[config.mk]
export PLATFORM = sky130hd
export DESIGN_NAME = ram_byte_packer_flat
export DESIGN_NICKNAME = d
export VERILOG_FILES = /design/src/rtl/ram_packer_pkg.sv /design/src/rtl/ram_byte_packer_if.sv /design/src/rtl/ram_byte_packer.sv /design/src/flat_wrapper.sv
export SDC_FILE = /design/constraint.sdc
export NUM_CORES = 1
export LEC_CHECK = 0
export ABC_AREA = 0
export BUFFER_PORTS_ARGS = -buffer_cell sky130_fd_sc_hd__buf_2
export CAP_MARGIN = 20
export CORE_MARGIN = 2
export CORE_UTILIZATION = 50
export CTS_BUF_LIST = sky130_fd_sc_hd__clkbuf_8
export CTS_CLUSTER_DIAMETER = 60
export CTS_CLUSTER_SIZE = 14
export DETAILED_ROUTE_END_ITERATION = 8
export GPL_TIMING_DRIVEN = 0
export PLACE_DENSITY = 0.78
export SYNTH_ARGS = -nofsm -noshare
export SYNTH_HDL_FRONTEND = slang
export SYNTH_SLANG_ARGS = --single-unit
[constraint.sdc]
create_clock -name clk -period 2 [get_ports clk]
set_clock_uncertainty 0.05 [all_clocks]
set_input_delay 0.2 -clock clk [delete_from_list [all_inputs] [get_ports clk]]
set_output_delay 0.2 -clock clk [all_outputs]
set_load 0.03 [all_outputs]
[src/rtl/ram_packer_pkg.sv]
// Shared types and lane-enable constants for the RAM write-side byte packer.
package ram_packer_pkg;

  typedef enum logic [1:0] {
    StIdle,
    StLo,
    StHi
  } state_e;

  localparam logic [1:0] WEN_LO   = 2'b01;
  localparam logic [1:0] WEN_HI   = 2'b10;
  localparam logic [1:0] WEN_BOTH = 2'b11;

endpackage

[src/rtl/ram_byte_packer_if.sv]
// Byte-stream input, packet control and RAM write-port bundle for ram_byte_packer.
interface ram_byte_packer_if #(
  parameter int unsigned ADDR_W = 9,
  parameter int unsigned CNT_W  = 10
);

  logic              start;
  logic [ADDR_W-1:0] start_addr;
  logic [7:0]        s_data;
  logic              s_valid;
  logic              s_last;
  logic              s_ready;
  logic [ADDR_W-1:0] wa;
  logic [15:0]       wd;
  logic [1:0]        wen;
  logic              done;
  logic              wrapped;
  logic [CNT_W-1:0]  wr_count;

  modport master (
    output start, start_addr, s_data, s_valid, s_last,
    input  s_ready, wa, wd, wen, done, wrapped, wr_count
  );

  modport slave (
    input  start, start_addr, s_data, s_valid, s_last,
    output s_ready, wa, wd, wen, done, wrapped, wr_count
  );

endinterface

[src/rtl/ram_byte_packer.sv]
// Packs a valid/ready byte stream into 16-bit RAM writes with byte-lane enables.
// Define RAM_PACKER_SWAP_EN to place the first byte of each pair in the upper lane.
module ram_byte_packer
  import ram_packer_pkg::*;
#(
  parameter int unsigned ADDR_W     = 9,
  parameter int unsigned DATA_DEPTH = 512,
  parameter int unsigned CNT_W      = 10
) (
  input  logic               clk,
  input  logic               rst,
  ram_byte_packer_if.slave   bus
);

  localparam logic [ADDR_W-1:0] LastAddr = ADDR_W'(DATA_DEPTH - 1);

  state_e             state_q, state_d;
  logic [7:0]         held_q, held_d;
  logic [ADDR_W-1:0]  ptr_q, ptr_d;
  logic [ADDR_W-1:0]  wa_q, wa_d;
  logic [15:0]        wd_q, wd_d;
  logic [1:0]         wen_q, wen_d;
  logic               done_q, done_d;
  logic               wrapped_q, wrapped_d;
  logic [CNT_W-1:0]   cnt_q, cnt_d;

  logic        accept;
  logic        issue;
  logic [15:0] issue_data;
  logic [1:0]  issue_wen;
  logic [15:0] full_data;
  logic [15:0] part_data;
  logic [1:0]  part_wen;

`ifdef RAM_PACKER_SWAP_EN
  assign full_data = {held_q, bus.s_data};
  assign part_data = {bus.s_data, 8'h00};
  assign part_wen  = WEN_HI;
`else
  assign full_data = {bus.s_data, held_q};
  assign part_data = {8'h00, bus.s_data};
  assign part_wen  = WEN_LO;
`endif

  assign bus.s_ready  = (state_q != StIdle);
  assign accept       = bus.s_valid & bus.s_ready;
  assign bus.wa       = wa_q;
  assign bus.wd       = wd_q;
  assign bus.wen      = wen_q;
  assign bus.done     = done_q;
  assign bus.wrapped  = wrapped_q;
  assign bus.wr_count = cnt_q;

  always_comb begin
    state_d    = state_q;
    held_d     = held_q;
    ptr_d      = ptr_q;
    wa_d       = wa_q;
    wd_d       = wd_q;
    wen_d      = 2'b00;
    done_d     = 1'b0;
    wrapped_d  = wrapped_q;
    cnt_d      = cnt_q;
    issue      = 1'b0;
    issue_data = full_data;
    issue_wen  = WEN_BOTH;

    unique case (state_q)
      StIdle: begin
        if (bus.start) begin
          ptr_d     = bus.start_addr;
          cnt_d     = '0;
          wrapped_d = 1'b0;
          state_d   = StLo;
        end
      end
      StLo: begin
        if (accept) begin
          held_d = bus.s_data;
          if (bus.s_last) begin
            issue      = 1'b1;
            issue_data = part_data;
            issue_wen  = part_wen;
            done_d     = 1'b1;
            state_d    = StIdle;
          end else begin
            state_d = StHi;
          end
        end
      end
      StHi: begin
        if (accept) begin
          issue   = 1'b1;
          done_d  = bus.s_last;
          state_d = bus.s_last ? StIdle : StLo;
        end
      end
      default: state_d = StIdle;
    endcase

    if (issue) begin
      wa_d  = ptr_q;
      wd_d  = issue_data;
      wen_d = issue_wen;
      if (ptr_q == LastAddr) begin
        ptr_d     = '0;
        wrapped_d = 1'b1;
      end else begin
        ptr_d = ptr_q + 1'b1;
      end
      // Counter saturates rather than rolling over.
      if (cnt_q != '1) begin
        cnt_d = cnt_q + 1'b1;
      end
    end
  end

  always_ff @(posedge clk or posedge rst) begin
    if (rst) begin
      state_q   <= StIdle;
      held_q    <= 8'h00;
      ptr_q     <= '0;
      wa_q      <= '0;
      wd_q      <= 16'h0000;
      wen_q     <= 2'b00;
      done_q    <= 1'b0;
      wrapped_q <= 1'b0;
      cnt_q     <= '0;
    end else begin
      state_q   <= state_d;
      held_q    <= held_d;
      ptr_q     <= ptr_d;
      wa_q      <= wa_d;
      wd_q      <= wd_d;
      wen_q     <= wen_d;
      done_q    <= done_d;
      wrapped_q <= wrapped_d;
      cnt_q     <= cnt_d;
    end
  end

endmodule
[src/flat_wrapper.sv]
// flat-port wrapper written by rule: the top's interface ports become plain ports
module ram_byte_packer_flat import ram_packer_pkg::*;
#(
  parameter int unsigned ADDR_W     = 9,
  parameter int unsigned DATA_DEPTH = 512,
  parameter int unsigned CNT_W      = 10
)
  (clk, rst, bus_start, bus_start_addr, bus_s_data, bus_s_valid, bus_s_last, bus_s_ready, bus_wa, bus_wd, bus_wen, bus_done, bus_wrapped, bus_wr_count);
  ram_byte_packer_if #(.ADDR_W(ADDR_W), .CNT_W(CNT_W)) bus_i ();
  input  logic clk;
  input  logic rst;
  input wire logic [$bits(bus_i.start)-1:0] bus_start;
  input wire logic [$bits(bus_i.start_addr)-1:0] bus_start_addr;
  input wire logic [$bits(bus_i.s_data)-1:0] bus_s_data;
  input wire logic [$bits(bus_i.s_valid)-1:0] bus_s_valid;
  input wire logic [$bits(bus_i.s_last)-1:0] bus_s_last;
  output wire logic [$bits(bus_i.s_ready)-1:0] bus_s_ready;
  output wire logic [$bits(bus_i.wa)-1:0] bus_wa;
  output wire logic [$bits(bus_i.wd)-1:0] bus_wd;
  output wire logic [$bits(bus_i.wen)-1:0] bus_wen;
  output wire logic [$bits(bus_i.done)-1:0] bus_done;
  output wire logic [$bits(bus_i.wrapped)-1:0] bus_wrapped;
  output wire logic [$bits(bus_i.wr_count)-1:0] bus_wr_count;
  assign bus_i.start = bus_start;
  assign bus_i.start_addr = bus_start_addr;
  assign bus_i.s_data = bus_s_data;
  assign bus_i.s_valid = bus_s_valid;
  assign bus_i.s_last = bus_s_last;
  assign bus_s_ready = bus_i.s_ready;
  assign bus_wa = bus_i.wa;
  assign bus_wd = bus_i.wd;
  assign bus_wen = bus_i.wen;
  assign bus_done = bus_i.done;
  assign bus_wrapped = bus_i.wrapped;
  assign bus_wr_count = bus_i.wr_count;
  ram_byte_packer #(.ADDR_W(ADDR_W), .DATA_DEPTH(DATA_DEPTH), .CNT_W(CNT_W)) u_core (.clk(clk), .rst(rst), .bus(bus_i));
endmodule
Word-level counts from Yosys, hierarchy flattened:

Index checks and enable logic that the tools add are counted.
Widths: inputs -> output; s select.

* bits in registers: 58
* input bits: 22
* output and inout port bits: 40
* logic and storage cells: 57

* add/sub/neg operators: 2
* eq/ne operators: 7
* mux-type cells: 31
* bitwise operators: 1
* reduce and logical (&&, ||, !) cells: 7

Operators by type and width (number)
* $mux 16: 3
* $mux 10: 4
* $mux 9: 4
* $mux 2: 8
* $add 10x1->10 const B: 1
* $ne 10x10->1 const B: 1
* $add 9x1->9 const B: 1
* $eq 9x9->1 const B: 1
* $mux 1: 9
* $pmux 2 s3: 1
* $reduce_bool 2->1: 3
* $ne 2x1->1 const B: 2
* $pmux 1 s2: 2
* $reduce_and 2->1: 2
* $reduce_and 3->1: 1
* $eq 2x1->1 const B: 1
* $eq 2x2->1 const B: 1
* $logic_not 2->1: 1
* $ne 2x2->1 const B: 1
* $and 1x1->1: 1

Depth between registers and ports, before layout:

Gate-level depths: netlist of run 1.

* depth in word-level cells: 6
* mapped depth: 9
* depth with buffers taken out: 9

Worst setup path after synthesis of run 1:

No wires, ideal clock.

* path kind: register -> register
* from: reg u_core.cnt_q[0], in the netlist u_core.bus.wr_count[0]
* to: reg u_core.cnt_q[3], in the netlist u_core.bus.wr_count[3]
* library setup time: 77 ps
* arrival time: 1876 ps
* data required time: 1873 ps
* path slack: -4 ps
* stages on the path, launching flop included: 7
* buffers on the path: 1
* clock period less this slack: 2004 ps
* cells stage by stage: dfrtp_1 -> ha_1 -> and4_1 -> buf_6 -> and3_4 -> or4_1 -> a21oi_1

* longest elaborated chain between the ends: 3
* elaborated cells between the ends (all ways): 4
* those cells by class: add/sub (1); eq/ne (1); mux (2)

Ends and longest elaborated chain
* start: declaration: line ram_byte_packer.sv:25 `logic [CNT_W-1:0] cnt_q, cnt_d;`
* start signal: assignment: line ram_byte_packer.sv:138 `cnt_q <= cnt_d;`
* $add 10x1->10 or $ne 10x10->1 (tied branches): line ram_byte_packer.sv:113, ram_byte_packer.sv:112
* $mux 10 *: line ram_byte_packer.sv:112 `if (cnt_q != '1) begin`
* $mux 10 *: line ram_byte_packer.sv:101 `if (issue) begin`
* named net u_core.cnt_d[3]: line ram_byte_packer.sv:25

Mark *: on every way through the listed nets, which the timed path passes. The rest lies on a longest branch.
A chain may end at the register's enable or synchronous reset.

Worst setup path after layout of run 1:

* from: reg u_core.ptr_q[0]
* to: reg u_core.ptr_q[4]

* longest elaborated chain between the ends: 3
* elaborated cells between the ends (all ways): 4
* those cells by class: add/sub (1); eq/ne (1); mux (2)

Ends and longest elaborated chain
* start: declaration: line ram_byte_packer.sv:19 `logic [ADDR_W-1:0] ptr_q, ptr_d;`
* start signal: assignment: line ram_byte_packer.sv:132 `ptr_q <= ptr_d;`
* $add 9x1->9 or $eq 9x9->1 (tied branches): line ram_byte_packer.sv:109, ram_byte_packer.sv:105
* $mux 9 *: line ram_byte_packer.sv:105 `if (ptr_q == LastAddr) begin`
* $mux 9 *: line ram_byte_packer.sv:101

Mark *: on every way between the ends. The rest lies on a longest branch, timed or not.

==> results.md, run 1 <==
- Status: finished with violations
- Failing checks: negative setup slack
- Fillcell total: around 400
- Clock sink count: between 50 and 60
- Crit-path max FO: 6
- Gate Count Post-Synth: 267
- Placed cells: 399
- Setup crit end kind: flop
- Hold/Removal Path Class: input pin to flop
- Initial DRC count: 261
- PwrDens: approximately 1500 nW/µm²
- Comb pwr share: 0.422
- DR WL/cell: 15.75 µm
- Layout Cells excl Fill: 425
- Final layout net count: 379
- Seq/Total Area, Yosys: 0.5343
- # DRC: 0
- RR Endpoint: u_core.ptr_q[4]$_DFFE_PP0P_
- Die Ht: just under 80 µm
- Ports: 62
- IO Port Bufs: between 60 and 70
- Unrepaired setup endpoints after global routing: true
- Worst EP arrival: between 2 and 2.5 ns
- Ys async rst share: 1.000
- Layout cells sized above 1: 0.3606
- P&R area growth vs syn: 29.62%
- Seq pwr share: 0.366
- Initial antenna violation count: 0
- CP startpoint kind: flop
- Die area: roughly 6000 µm²
- Routed vias: ~2,400
- Reg clk slew, reported paths: roughly 0.070 ns
- Final ANT Viol Nets: 0
- Clock root buffer: clkbuf_8
- CTS max path bufs: 2
- Clock power frac: 0.212
- Vias in the first global route: between 2,000 and 2,500
- Pint: ~3.1 mW
- R2R Setup Slk: -0.04 ns
- # H-tree levels: 3
- Synth Warn #: 0
- Final hold violation count: 0
- Fin worst setup slack: -0.04321 ns
- Sw frac: 0.4139
- FF-to-FF path depth: 9
- Grt total ovfl: 0
- # Max-Cap Violations: 0
- Tmin final: a little over 2 ns
- Via density: about 5.6
- Drt pass-1 iters: 4
- Yosys cell types: 48
- Peak Freq: 489.4 MHz
- Syn avg cell area: roughly 10 µm²
- Core area: ~5200 µm²
- Slew margin rel.: 0.5815
- Final wirelength: approximately 6700 µm
- Placer's final routability congestion estimate: 0.7749
- DP Worst Slack: -0.2791 ns
- Crit share post-route: 1.022
- Ys flop type: dfrtp_1
- EDFF count, synth: 0
- Antenna cells: 0
- CTS Buf Count: 9
- Most common cell on crit path: nand3_4
- Crit path from: u_core.ptr_q[0]$_DFFE_PP0P_
- Clock insertion delay at the later pin of the skew report: ~0.34 ns
- Critical Path, Cell by Cell: ha_2 -> and3_4 -> nand3_4 -> nor3_4 -> ha_4 -> inv_4 -> nand3_4 -> o22ai_2 -> a221o_1
- Rows: 26
- Slew @ Worst Pin: 0.6269 ns
- Max VDD drop: 794.6 µV
- Sw power: 2.176 mW
- DP HPWL: 4478 µm
- Critical Path RT: 2.18 ns
- Yosys reg bits: between 50 and 60
- Slowest library cell on the worst path: dfrtp_1
- Global-route wire length before repair: between 10,000 and 15,000 µm
- Leakage: 1.793 nW
- Kind of critical path: flop to flop
- Largest net degree at the start of global routing: 31
- Syn_nets: approximately 300
- Final setup viols: 1
- CP endpoint: u_core.ptr_q[4]$_DFFE_PP0P_
- CTS tree: built
- Die Wd: a little under 80 µm
- Synth Cell Area: 2716 µm²
- Crit-path max cell delay: approximately 0.38 ns
- Initial core utilization: 0.5252
- Slew Limit Fails: 0
- All-Layer GR Usage: 0.2309
- Reg-to-Reg Start: u_core.ptr_q[0]$_DFFE_PP0P_
-- power by group through the flow --
| stage | Clock [mW] | Combinational, mW | Sequential [mW] |
|---|---|---|---|
| final | 1.11 | 2.22 | 1.93 |
| after detailed placement | 0 | 2.01 | 1.92 |
| after global placement | 0 | 1.95 | 1.91 |
| after CTS | 1.12 | 2.09 | 1.91 |
| after floorplan | 0 | 0.935 | 2.41 |
| after global routing | 1.17 | 2.41 | 1.98 |
-- placed cells by master, fill, tap and decap left out, types with 10 or more instances in the layout --
cell type	instances
buf_4	13
mux2i_1	10
nand3_1	10
nand2_1	51
inv_1	11
clkbuf_8	11
dfrtp_1	57
buf_2	63
a21oi_1	10
o21ai_0	16
-- routing by layer --
metal | track usage | wire [µm] | vias up | share of wire
met4 | 0.1089 | 150 | 0 | 0.022
li1 | - | - | 1122 | -
met5 | 0 | 0 | - | 0
met1 | 0.3102 | 2915 | 1154 | 0.44
met3 | 0.05116 | 419 | 16 | 0.063
met2 | 0.3560 | 3206 | 97 | 0.48
-- synth_stat cells, types with 2 or more instances --
master / instances / share of area
dfrtp_1: 58 / 0.53
nand2_1: 51 / 0.070
o21ai_0: 16 / 0.029
inv_1: 13 / 0.018
nand3_1: 12 / 0.022
a21oi_1: 11 / 0.020
mux2i_1: 10 / 0.037
a22o_1: 8 / 0.026
buf_2: 8 / 0.015
mux2_2: 8 / 0.033
ha_1: 7 / 0.032
a31oi_1: 5 / 0.012
nor2_1: 5 / 0.0069
o211ai_1: 4 / 0.011
o22ai_1: 4 / 0.0092
clkbuf_1: 3 / 0.0041
o21ai_1: 3 / 0.0055
o31ai_1: 3 / 0.0083
a32oi_1: 2 / 0.0064
and2_1: 2 / 0.0046
and3_1: 2 / 0.0046
nand4_1: 2 / 0.0046
nor3_1: 2 / 0.0037
o31a_1: 2 / 0.0064
or3_1: 2 / 0.0046
or4_1: 2 / 0.0055
-- final cells by class --
class                      count  area, µm²  share of cell area
clock inverter                 5      52.55             0.01493
inverter                      15      58.81             0.01670
sequential                    58       1453              0.4126
multi-input combinational    181       1226              0.3483
clock buffer                  11      151.4             0.04300
timing repair buffer          73      410.4              0.1166
tap                           70      87.58             0.02488
buffer                        12      81.33             0.02310
-- repair_timing --
item,4_1_cts,5_1_grt
resized for setup,13,15
buffers inserted,2,8
endpoints found under the hold margin,28,0
setup endpoints to repair,24,44
hold buffers,1,0
pin swaps,1,8
-- worst max-delay path, delay by kind of cell, from the launching register on --
kind / cells / cell delay [ns]
adders and majority gates: 2 / 0.41
and+or+nand+nor: 4 / 0.68
AOI/OAI and AO/OA: 2 / 0.36
DFF: 1 / 0.38
buffers and inverters: 1 / 0.05
-- cells by family after synthesis --
| logic type | after synthesis | synth area share |
|---|---|---|
| buffers and inverters | 28 | 0.04560 |
| xor gates and xnor gates | 1 | 0.003225 |
| DFF | 58 | 0.5343 |
| muxes | 18 | 0.07002 |
| adders and majority gates | 7 | 0.03224 |
| and+or+nand+nor | 90 | 0.1580 |
| AOI/OAI and AO/OA | 65 | 0.1566 |
-- registers in the layout (all words and copies together) (netlist names), 2 cells and up --
register / flops
u_core.bus.wa: 9
u_core.bus.wr_count: 10
u_core.held_q: 8
u_core.ptr_q: 9
u_core.bus.wd: 16
u_core.bus.wen: 2
u_core.state_q: 2
-- worst min path at each step --
| stage | cells after the start | start | end | slack (ns) |
|---|---|---|---|---|
| floorplan | 1 | bus_s_last | u_core.state_q[1]$_DFFE_PP0P_ | 0.25 |
| global placement | 3 | bus_start_addr[5] | u_core.ptr_q[5]$_DFFE_PP0P_ | 0.38 |
| detailed placement | 2 | rst | u_core.bus.wd[9]$_DFFE_PP0P_ | 0.27 |
| CTS | 3 | bus_start_addr[7] | u_core.ptr_q[7]$_DFFE_PP0P_ | 0.04 |
| global route | 3 | bus_start_addr[5] | u_core.ptr_q[5]$_DFFE_PP0P_ | 0.05 |
| finish | 3 | bus_start_addr[8] | u_core.ptr_q[8]$_DFFE_PP0P_ | 0.04 |
-- stage by stage --
step / utilization / hold WS (ns) / setup TNS (ns) / total power [mW] / instance area (µm²)
global route: 0.6807 / 0.04607 / -0.2973 / 5.567 / 3521
finish: 0.6807 / 0.03853 / -0.04321 / 5.259 / 3521
detailed placement: 0.6052 / 0.2671 / -2.083 / 3.937 / 3131
global placement: 0.6014 / 0.3755 / -23.11 / 3.857 / 3110
floorplan: - / 0.2482 / 0 / 3.342 / 2718
CTS: 0.6577 / 0.03777 / -0.004833 / 5.119 / 3402
No activity file was read; power rests on OpenSTA's default activity.
==> run 2: changes to the inputs <==
--- a/config.mk
+++ b/config.mk
@@ -9,13 +9,12 @@
 export BUFFER_PORTS_ARGS = -buffer_cell sky130_fd_sc_hd__buf_2
 export CAP_MARGIN = 20
 export CORE_MARGIN = 2
-export CORE_UTILIZATION = 50
+export CORE_UTILIZATION = 25
 export CTS_BUF_LIST = sky130_fd_sc_hd__clkbuf_8
 export CTS_CLUSTER_DIAMETER = 60
 export CTS_CLUSTER_SIZE = 14
 export DETAILED_ROUTE_END_ITERATION = 8
 export GPL_TIMING_DRIVEN = 0
-export PLACE_DENSITY = 0.78
 export SYNTH_ARGS = -nofsm -noshare
 export SYNTH_HDL_FRONTEND = slang
 export SYNTH_SLANG_ARGS = --single-unit
==> run 2 against run 1 <==
Compared with the run above: the run now ends clean; utilization shrank 34 points; routed wire length grew 9.9%; maximum frequency grew 4.4%; register-to-register slack gained 0.09 ns; setup slack gained 0.087 ns; critical path type unchanged; largest power group unchanged.
==> results.md, run 2 (synthesized netlist as in run 1, its figures left out) <==
- DP HPWL: 5070 µm (+13%)
- Max reg flops: 16 (unchanged)
- Largest net degree at the start of global routing: 31 (unchanged)
- Routed vias: 2,339 (-2.1%)
- Worst Hold End: u_core.ptr_q[5]$_DFFE_PP0P_
- Die Ht: 108.2 µm (+39%)
- Reg clk slew, reported paths: 0.07 ns (about the same)
- Placed cells: 469 (+18%)
- Grt total ovfl: 0 (unchanged)
- Crit share post-route: 0.9784 (-0.04325)
- # Max-Cap Violations: 0 (unchanged)
- Final ANT Viol Nets: 0 (unchanged)
- Hold depth: 3 (unchanged)
- Slowest library cell on the worst path: dfrtp_1
- Status: complete, no violations
- FF-to-FF path depth: 9 (unchanged)
- Initial antenna violation count: 0 (unchanged)
- Critical Path, Cell by Cell: ha_4 -> and3_4 -> nand3_4 -> nor3_4 -> ha_4 -> nor3_4 -> buf_4 -> a21oi_1 -> o21ai_1
- All-Layer GR Usage: 0.1319 (-0.09902)
- Commonest non-fill, non-tap cell in the layout: buf_2
- Fin Hold WS: 0.03983 ns (+0.001309 ns)
- R2R Setup Slk: 0.04 ns (+0.09 ns)
- Leakage: 1.808 nW (+0.85%)
- Layout cells sized above 1: 0.3687 (+0.008152)
- Vias in the first global route: 2,336 (+3.4%)
- DP Worst Slack: -0.3144 ns (-0.03533 ns)
- Setup crit end kind: flop
- Fillcell total: 1,118 (+190%)
- Fin worst setup slack: 0.04329 ns (+0.08650 ns)
- Core area: 10,700 µm² (+110%)
- Unrepaired setup endpoints after global routing: true
- Final setup viols: 0 (-1)
- Tmin final: 1.957 ns (-0.08650 ns)
- RR Endpoint: u_core.ptr_q[2]$_DFFE_PP0P_
- Rows: 38 (+46%)
- Global-route wire length before repair: 11,920 µm (+10%)
- Most frequent cells in the layout: buf_2, dfrtp_1, nand2_1
- Clock sink count: 58 (unchanged)
- Slew margin rel.: 0.5474 (-0.03404)
- Max VDD drop: 758.3 µV (-4.6%)
- Ports: 62 (unchanged)
- Via density: 4.697 (-16%)
- CTS Buf Count: 9 (unchanged)
- Reg-to-Reg Start: u_core.ptr_q[0]$_DFFE_PP0P_
- Slew @ Worst Pin: 0.6779 ns (+0.05098 ns)
- Post-DP Area: 3218 µm² (+2.8%)
- CTS max path bufs: 2 (unchanged)
- Critical path buffers and inverters: 1 (unchanged)
- Die area: 11,710 µm² (+94%)
- Die Wd: 108.2 µm (+39%)
- # DRC: 0 (unchanged)
- Power consumption: 5.316 mW (+1.1%)
- Clock root buffer: clkbuf_8
- Layout Cells excl Fill: 498 (+17%)
- CP startpoint kind: flop
- # H-tree levels: 3 (unchanged)
- Worst EP arrival: 2.16 ns (-0.06 ns)
- Placer's final routability congestion estimate: 0.7779 (+0.39%)
- Initial core utilization: 0.2539 (-0.2712)
- P&R area growth vs syn: 34.96%
- Clock insertion delay at the later pin of the skew report: 0.34 ns (about the same)
- Final hold violation count: 0 (unchanged)
- Initial DRC count: 62 (-76%)
- DR WL/cell: 14.76 µm (-6.2%)
- Final wirelength: 7352 µm (+9.9%)
- Finished Cell Area: 3666 µm² (+4.1%)
- Drt pass-1 iters: 4 (unchanged)
- Final layout net count: 382 (+0.79%)
- Post-layout util: 0.3427 (-0.3380)
- Setup_tns: 0 ns (+0.04321 ns)
- Kind of critical path: flop to flop
- Hold/Removal Path Class: input pin to flop
- Slew Limit Fails: 0 (unchanged)
- Antenna cells: 0 (unchanged)
- Hold Startpoint: bus_start_addr[5]
- Crit-path max cell delay: 0.41 ns (+0.03 ns)
- Critical Path RT: 2.20 ns (+0.02 ns)
- PwrDens: 1450 nW/µm² (-2.9%)
- IO Port Bufs: 61 (unchanged)
- CTS tree: built
- Crit-path max FO: 6 (unchanged)
- Top delay family on crit path: simple AND/OR/NAND/NOR gates
- Peak Freq: 511.1 MHz (+4.4%)
-- run 2: power by group --
group	total [mW]	switching [mW]	internal (mW)	leakage, nW
clock network	1.11	0.476	0.636	0.103
registers	1.93	0.299	1.63	0.748
logic	2.28	1.43	0.846	0.957
-- run 2: area by class of cell --
| type | count | area, µm² | area share |
|---|---|---|---|
| tap | 140 | 175.2 | 0.04778 |
| buffer | 12 | 87.58 | 0.02389 |
| timing repair buffer | 76 | 432.9 | 0.1181 |
| inverter | 15 | 58.81 | 0.01604 |
| sequential | 58 | 1453 | 0.3962 |
| clock buffer | 11 | 151.4 | 0.04130 |
| clock inverter | 5 | 53.80 | 0.01468 |
| multi-input combinational | 181 | 1254 | 0.3420 |
-- run 2: metal layers --
layer | GRT usage | vias to the layer above | share of wire
li1 | - | 1127 | -
met1 | 0.1694 | 1136 | 0.45
met2 | 0.2125 | 64 | 0.47
met3 | 0.04039 | 12 | 0.056
met4 | 0.04212 | 0 | 0.016
met5 | 0 | - | 0
-- run 2: timing repair --
item,in CTS,in global routing
endpoints found under the hold margin,29,0
hold buffers,1,0
pin swaps,1,5
gates resized for setup,20,16
endpoints found under the setup margin,34,44
buffers inserted,2,11
-- run 2: worst reg2reg max path, cell delays in order, from the launching register on --
cell and delay, ns:
dfrtp_1 0.41, ha_4 0.18, and3_4 0.19, nand3_4 0.10, nor3_4 0.05, ha_4 0.18
nor3_4 0.29, buf_4 0.17, a21oi_1 0.07, o21ai_1 0.17
-- run 2: how the worst max path moves through the flow --
stage | cells after the start | end | from | slack [ns]
after detailed placement | 9 | u_core.ptr_q[4]$_DFFE_PP0P_ | u_core.ptr_q[0]$_DFFE_PP0P_ | -0.31
after global routing | 9 | u_core.ptr_q[2]$_DFFE_PP0P_ | u_core.ptr_q[1]$_DFFE_PP0P_ | -0.09
after global placement | 2 | u_core.bus.wr_count[0]$_DFF_PP0_ | rst | -0.69
after CTS | 7 | u_core.bus.wa[7]$_DFFE_PP0P_ | u_core.state_q[0]$_DFFE_PP0P_ | -0.003
after floorplan | 6 | u_core.bus.wr_count[3]$_DFF_PP0_ | u_core.bus.wr_count[1]$_DFF_PP0_ | 0.01
final | 9 | u_core.ptr_q[2]$_DFFE_PP0P_ | u_core.ptr_q[0]$_DFFE_PP0P_ | 0.04
